### config.mk
export PLATFORM = sky130hd
export DESIGN_NAME = truth_table_sequencer
export DESIGN_NICKNAME = d
export VERILOG_FILES = /design/src/rtl/truth_table_sequencer.sv
export SDC_FILE = /design/constraint.sdc
export NUM_CORES = 1
export LEC_CHECK = 0
export BUFFER_PORTS_ARGS = -buffer_cell sky130_fd_sc_hd__buf_2
export CORE_MARGIN = 2
export CORE_UTILIZATION = 55
export CTS_CLUSTER_DIAMETER = 80
export DETAILED_ROUTE_END_ITERATION = 12
export GPL_ROUTABILITY_DRIVEN = 0
export MAX_ROUTING_LAYER = met4
export PLACE_DENSITY_LB_ADDON = 0.05
export SYNTH_ARGS = -nofsm -noshare
export SYNTH_HDL_FRONTEND = slang
export SYNTH_SLANG_ARGS = --single-unit
### constraint.sdc
create_clock -name clk -period 2.6 [get_ports clk]
set_clock_uncertainty 0.05 [all_clocks]
set_input_delay 0.13 -clock clk [delete_from_list [all_inputs] [get_ports clk]]
set_output_delay 0.13 -clock clk [all_outputs]
set_load 0.05 [all_outputs]
### src/rtl/truth_table_sequencer.sv
// Exhaustive truth-table sequencer: walks vec_out through every input combination
// in ascending order, samples y_in after a settle interval, and compares the
// captured table with a golden table latched at start.
// Optional macro TTS_ABORT_EN adds an abort input and an aborted status output.
module truth_table_sequencer #(
    parameter int unsigned N_IN       = 3,
    parameter int unsigned SETTLE_CYC = 2
) (
    input  logic                   clk,
    input  logic                   rst_n,
    input  logic                   start,
    input  logic [(1<<N_IN)-1:0]   expected,
    input  logic                   y_in,
`ifdef TTS_ABORT_EN
    input  logic                   abort,
    output logic                   aborted,
`endif
    output logic [N_IN-1:0]        vec_out,
    output logic                   busy,
    output logic                   done,
    output logic [(1<<N_IN)-1:0]   table_out,
    output logic [N_IN:0]          mismatch_cnt,
    output logic [N_IN-1:0]        first_fail_idx,
    output logic                   pass
);

    localparam int unsigned NVec = 1 << N_IN;
    localparam int unsigned CntW = (SETTLE_CYC > 1) ? $clog2(SETTLE_CYC) : 1;
    localparam int unsigned MmW  = N_IN + 1;
    localparam logic [CntW-1:0] CntLast = CntW'(SETTLE_CYC - 1);
    localparam logic [N_IN-1:0] VecLast = '1;

    if (SETTLE_CYC == 0) begin : gen_settle_chk
        $error("SETTLE_CYC must be at least 1");
    end
    if (N_IN < 1 || N_IN > 6) begin : gen_n_in_chk
        $error("N_IN must be in 1..6");
    end

    typedef enum logic [1:0] {StIdle, StSettle, StSample, StDone} state_e;

    state_e            state_q, state_d;
    logic [CntW-1:0]   cnt_q, cnt_d;
    logic [N_IN-1:0]   vec_q, vec_d;
    logic [NVec-1:0]   exp_q, exp_d;
    logic [NVec-1:0]   table_q, table_d;
    logic [MmW-1:0]    mm_q, mm_d;
    logic [N_IN-1:0]   ff_q, ff_d;
    logic              pass_q, pass_d;
    logic              busy_q, busy_d;
    logic              done_q, done_d;
    logic              aborted_q, aborted_d;

    // Next-state and next-output computation for the whole sequencer
    always_comb begin
        state_d   = state_q;
        cnt_d     = cnt_q;
        vec_d     = vec_q;
        exp_d     = exp_q;
        table_d   = table_q;
        mm_d      = mm_q;
        ff_d      = ff_q;
        pass_d    = pass_q;
        aborted_d = aborted_q;

        unique case (state_q)
            StIdle: begin
                if (start) begin
                    state_d   = StSettle;
                    exp_d     = expected;
                    vec_d     = '0;
                    cnt_d     = '0;
                    table_d   = '0;
                    mm_d      = '0;
                    ff_d      = '0;
                    pass_d    = 1'b0;
                    aborted_d = 1'b0;
                end
            end
            StSettle: begin
                cnt_d = cnt_q + CntW'(1);
                if (cnt_q == CntLast) begin
                    state_d = StSample;
                end
            end
            StSample: begin
                table_d[vec_q] = y_in;
                if (y_in != exp_q[vec_q]) begin
                    mm_d = mm_q + MmW'(1);
                    // A zero count before this sample means this is the run's first miss
                    if (mm_q == '0) begin
                        ff_d = vec_q;
                    end
                end
                if (vec_q == VecLast) begin
                    state_d = StDone;
                    pass_d  = (mm_d == '0);
                end else begin
                    vec_d   = vec_q + N_IN'(1);
                    cnt_d   = '0;
                    state_d = StSettle;
                end
            end
            StDone: begin
                state_d = StIdle;
            end
            default: begin
                state_d = StIdle;
            end
        endcase

`ifdef TTS_ABORT_EN
        // Abort discards this cycle's capture and returns to idle without a done pulse
        if (abort && (state_q == StSettle || state_q == StSample)) begin
            state_d   = StIdle;
            cnt_d     = cnt_q;
            vec_d     = vec_q;
            table_d   = table_q;
            mm_d      = mm_q;
            ff_d      = ff_q;
            pass_d    = pass_q;
            aborted_d = 1'b1;
        end
`endif

        busy_d = (state_d == StSettle) || (state_d == StSample);
        done_d = (state_d == StDone);
    end

    // State and registered outputs
    always_ff @(posedge clk or negedge rst_n) begin
        if (!rst_n) begin
            state_q   <= StIdle;
            cnt_q     <= '0;
            vec_q     <= '0;
            exp_q     <= '0;
            table_q   <= '0;
            mm_q      <= '0;
            ff_q      <= '0;
            pass_q    <= 1'b0;
            busy_q    <= 1'b0;
            done_q    <= 1'b0;
            aborted_q <= 1'b0;
        end else begin
            state_q   <= state_d;
            cnt_q     <= cnt_d;
            vec_q     <= vec_d;
            exp_q     <= exp_d;
            table_q   <= table_d;
            mm_q      <= mm_d;
            ff_q      <= ff_d;
            pass_q    <= pass_d;
            busy_q    <= busy_d;
            done_q    <= done_d;
            aborted_q <= aborted_d;
        end
    end

    assign vec_out        = vec_q;
    assign busy           = busy_q;
    assign done           = done_q;
    assign table_out      = table_q;
    assign mismatch_cnt   = mm_q;
    assign first_fail_idx = ff_q;
    assign pass           = pass_q;
`ifdef TTS_ABORT_EN
    assign aborted        = aborted_q;
`else
    logic unused_aborted;
    assign unused_aborted = aborted_q;
`endif

endmodule

==> results.toml <==
[floorplan]
ios = 33
die_area_sq_um = 3680
die_h_um = 60.6
fp.dieW_um = 60.6
coreArea_sq_um = 3050
placementRows = 20
start_util = 0.578

[global_route]
grtUsageTotal = 0.243
overflow = 0
antenna_found_initial = 0
grt_start_max_net_pins = 33
grt_pass1_wl_mm = 6.38
grt_pass1_vias = 1391

[setup_path]
path_max_fanout = 15
critPathBufInv = 0
arrival_ns = 2.45
cp.required_ns = 2.78
path_cells = "mux2_4 > o2bb2ai_2 > or3_1 > and2_4 > a221o_1"
worstSetupPathType = "register to register"
critPathSlowestCell = "dfrtp_1"
start_kind = "register"
cp_top_family = "flip-flops"
critPathMaxStageDelay_ns = 0.67
end_kind = "register"

[logic_synthesis]
muxShareOfSynthArea = 0.0830
synth-compound-area-share = 0.218
ys_ff_latch = 32
synth_area_leaders = "dfrtp_1, mux2_2, ha_1, nand2_1, a22o_1"
async_reset_ff_frac = 1.00
synth_top_family_by_area = "compound AO/OA/AOI/OAI gates"
netlist_area_sq_um = 1760
synth_top_area_frac = 0.454
synth_edf_count = 0
yosysUniqueCellTypes = 50
synth_area_per_cell_sq_um = 10.4
synth_common_cells = "dfrtp_1, nand2_1, nor2_1"
synth_adder_area_share = 0.0355
synth_simple_gate_area_share = 0.160
synth.most_common_cell = "dfrtp_1"
synth_top_area_cell = "dfrtp_1"
synth_warnings = 0
ys_seq_area_frac = 0.454
synth_nets = 187
ys.flop_type = "dfrtp_1"
synth_cells = 170
synthXorXnorAreaFrac = 0.00496

[power]
power.internal_uw = 1200
power.density_nw_per_um2 = 1100
leakagePower_uw = 0.000965
power.total_uw = 2280
clkPwrFrac = 0.136
p_switching_uw = 1070
seqPwrFrac = 0.382
swShare = 0.472
comb_power_share = 0.482
irDropWorstVdd_uv = 546

[place]
portBuffers = 32
dp_hpwl_mm = 2.65
dpl-instance-area_sq_um = 1920
placed_cells = 235

[timing]
tightest_slew_ns = 0.770
period_minus_slack_ns = 2.27
setup_tns_ns = 0
slew_viol_final = 0
final.period_utilization = 0.875
grt_setup_unrepaired = "no"
setup_viol = 0
finalHoldViolations = 0
slew_headroom = 0.486
max_freq_mhz = 440

[clocking]
insertion_delay_ns = 0.35
clkTransAtPathRegs_ns = 0.11
root_buffer = "clkbuf_4"
clock_sinks = 32
cts_post_setup_buffers_inserted = 0
cts_tree = "yes"
htree_levels = 2
cts_buffer_depth = 2
ctsResizeCount = 0
numCtsBuffers = 5

[detailed_routing]
wire_per_inst_um = 15.4
drt_pass1_iterations = 4
vias = 1524
postRouteAntennaNets = 0
drt_iter0_drc = 63
drc = 0
routed_wl_mm = 3.89
vias_per_cell = 6.05

[final_layout]
finalNonFillerCells = 252
areaGrowthSynthToFinish_pct = 17.5
final_area_sq_um = 2070
n_fill_cell = 263
antenna_cells = 0
multi_input_area_sq_um = 886
drive_gt1_frac = 0.260
fin_util = 0.679
nets = 224
seq_area_sq_um = 801

[hold_path]
min_path_type = "input port to register"

[outcome]
status = "complete, no violations"

[job]
maxCapViolations = 0
## routing by layer
metal | routed length, um | share of wire | global-route usage
met5 | 0 | 0 | -
met2 | 1860 | 0.48 | 0.364
met1 | 1750 | 0.45 | 0.310
met4 | 63 | 0.016 | 0.118
met3 | 214 | 0.055 | 0.0533
## state kept, by name (all words and copies together) (netlist names)
signal          flops
pass                1
cnt_q               1
vec_out             3
busy                1
first_fail_idx      3
done                1
mismatch_cnt        4
table_out           8
state_q             2
exp_q               8
## stage by stage
| stage | setup WS [ns] | hold WS (ns) |
|---|---|---|
| 2_1_floorplan | 0.308 | -0.216 |
| 3_3_place_gp | 0.423 | 0.165 |
| 3_5_place_dp | 0.369 | 0.174 |
| 4_1_cts | 0.341 | 0.0374 |
| 5_1_grt | 0.191 | 0.0482 |
| 6_report | 0.326 | 0.0477 |
## final cells by class
| type | count | area share |
|---|---|---|
| multi-input cells | 123 | 0.427 |
| flip-flops and latches | 32 | 0.386 |
| repair buffers | 42 | 0.124 |
| clock buffers | 7 | 0.0266 |
| well taps | 44 | 0.0266 |
| inverters | 3 | 0.00543 |
| clock inverters | 1 | 0.00362 |
## worst reg2reg max path, stage by stage, from the launching register on
cell and delay (ns):
dfrtp_1 0.67, mux2_4 0.35, o2bb2ai_2 0.16, or3_1 0.42, and2_4 0.21, a221o_1 0.29
## cells by family after synthesis
kind of cell | Yosys count
adders and majority gates | 5
xor gates and xnor gates | 1
DFF | 32
AOI/OAI and AO/OA | 50
muxes | 13
buffers and inverters | 15
and+or+nand+nor | 54
## worst paths after layout
kind | depth (start not counted) | startpoint | slack [ns] | endpoint
max | 5 | vec_out[0] | 0.33 | mismatch_cnt[0]
min | 2 | start | 0.05 | state_q[0]
max reg2reg | 5 | vec_out[0] | 0.33 | mismatch_cnt[0]
min reg2reg | 1 | first_fail_idx[0] | 0.45 | first_fail_idx[0]
max in group asynchronous | 2 | rst_n | 1.72 | mismatch_cnt[2]
min in group asynchronous | 2 | rst_n | 0.31 | cnt_q
## layout by cell type (no fill, tap or decap), types with 6 or more instances in the layout
| master | netlist | routed |
|---|---|---|
| dfrtp_1 | 32 | 32 |
| buf_2 | 2 | 32 |
| nand2_1 | 15 | 15 |
| nor2_1 | 10 | 10 |
| mux2_2 | 9 | 9 |
| dlygate4sd3_1 | 0 | 9 |
| o21ai_0 | 7 | 7 |
| a22o_1 | 6 | 6 |
## what timing repair did
action                                  in CTS  in global routing
endpoints found under the setup margin       0                  0
hold buffers                                 9                  0
hold endpoints to repair                    40                  0
## power by group through the flow
stage / Sequential, uW / Clock [uW] / Combinational [uW]
2_1_floorplan: 1070 / 0 / 662
3_3_place_gp: 866 / 0 / 1060
3_5_place_dp: 875 / 0 / 1080
4_1_cts: 863 / 318 / 1100
5_1_grt: 898 / 335 / 1190
6_report: 868 / 310 / 1100
No activity file was read; power rests on OpenSTA's default activity.
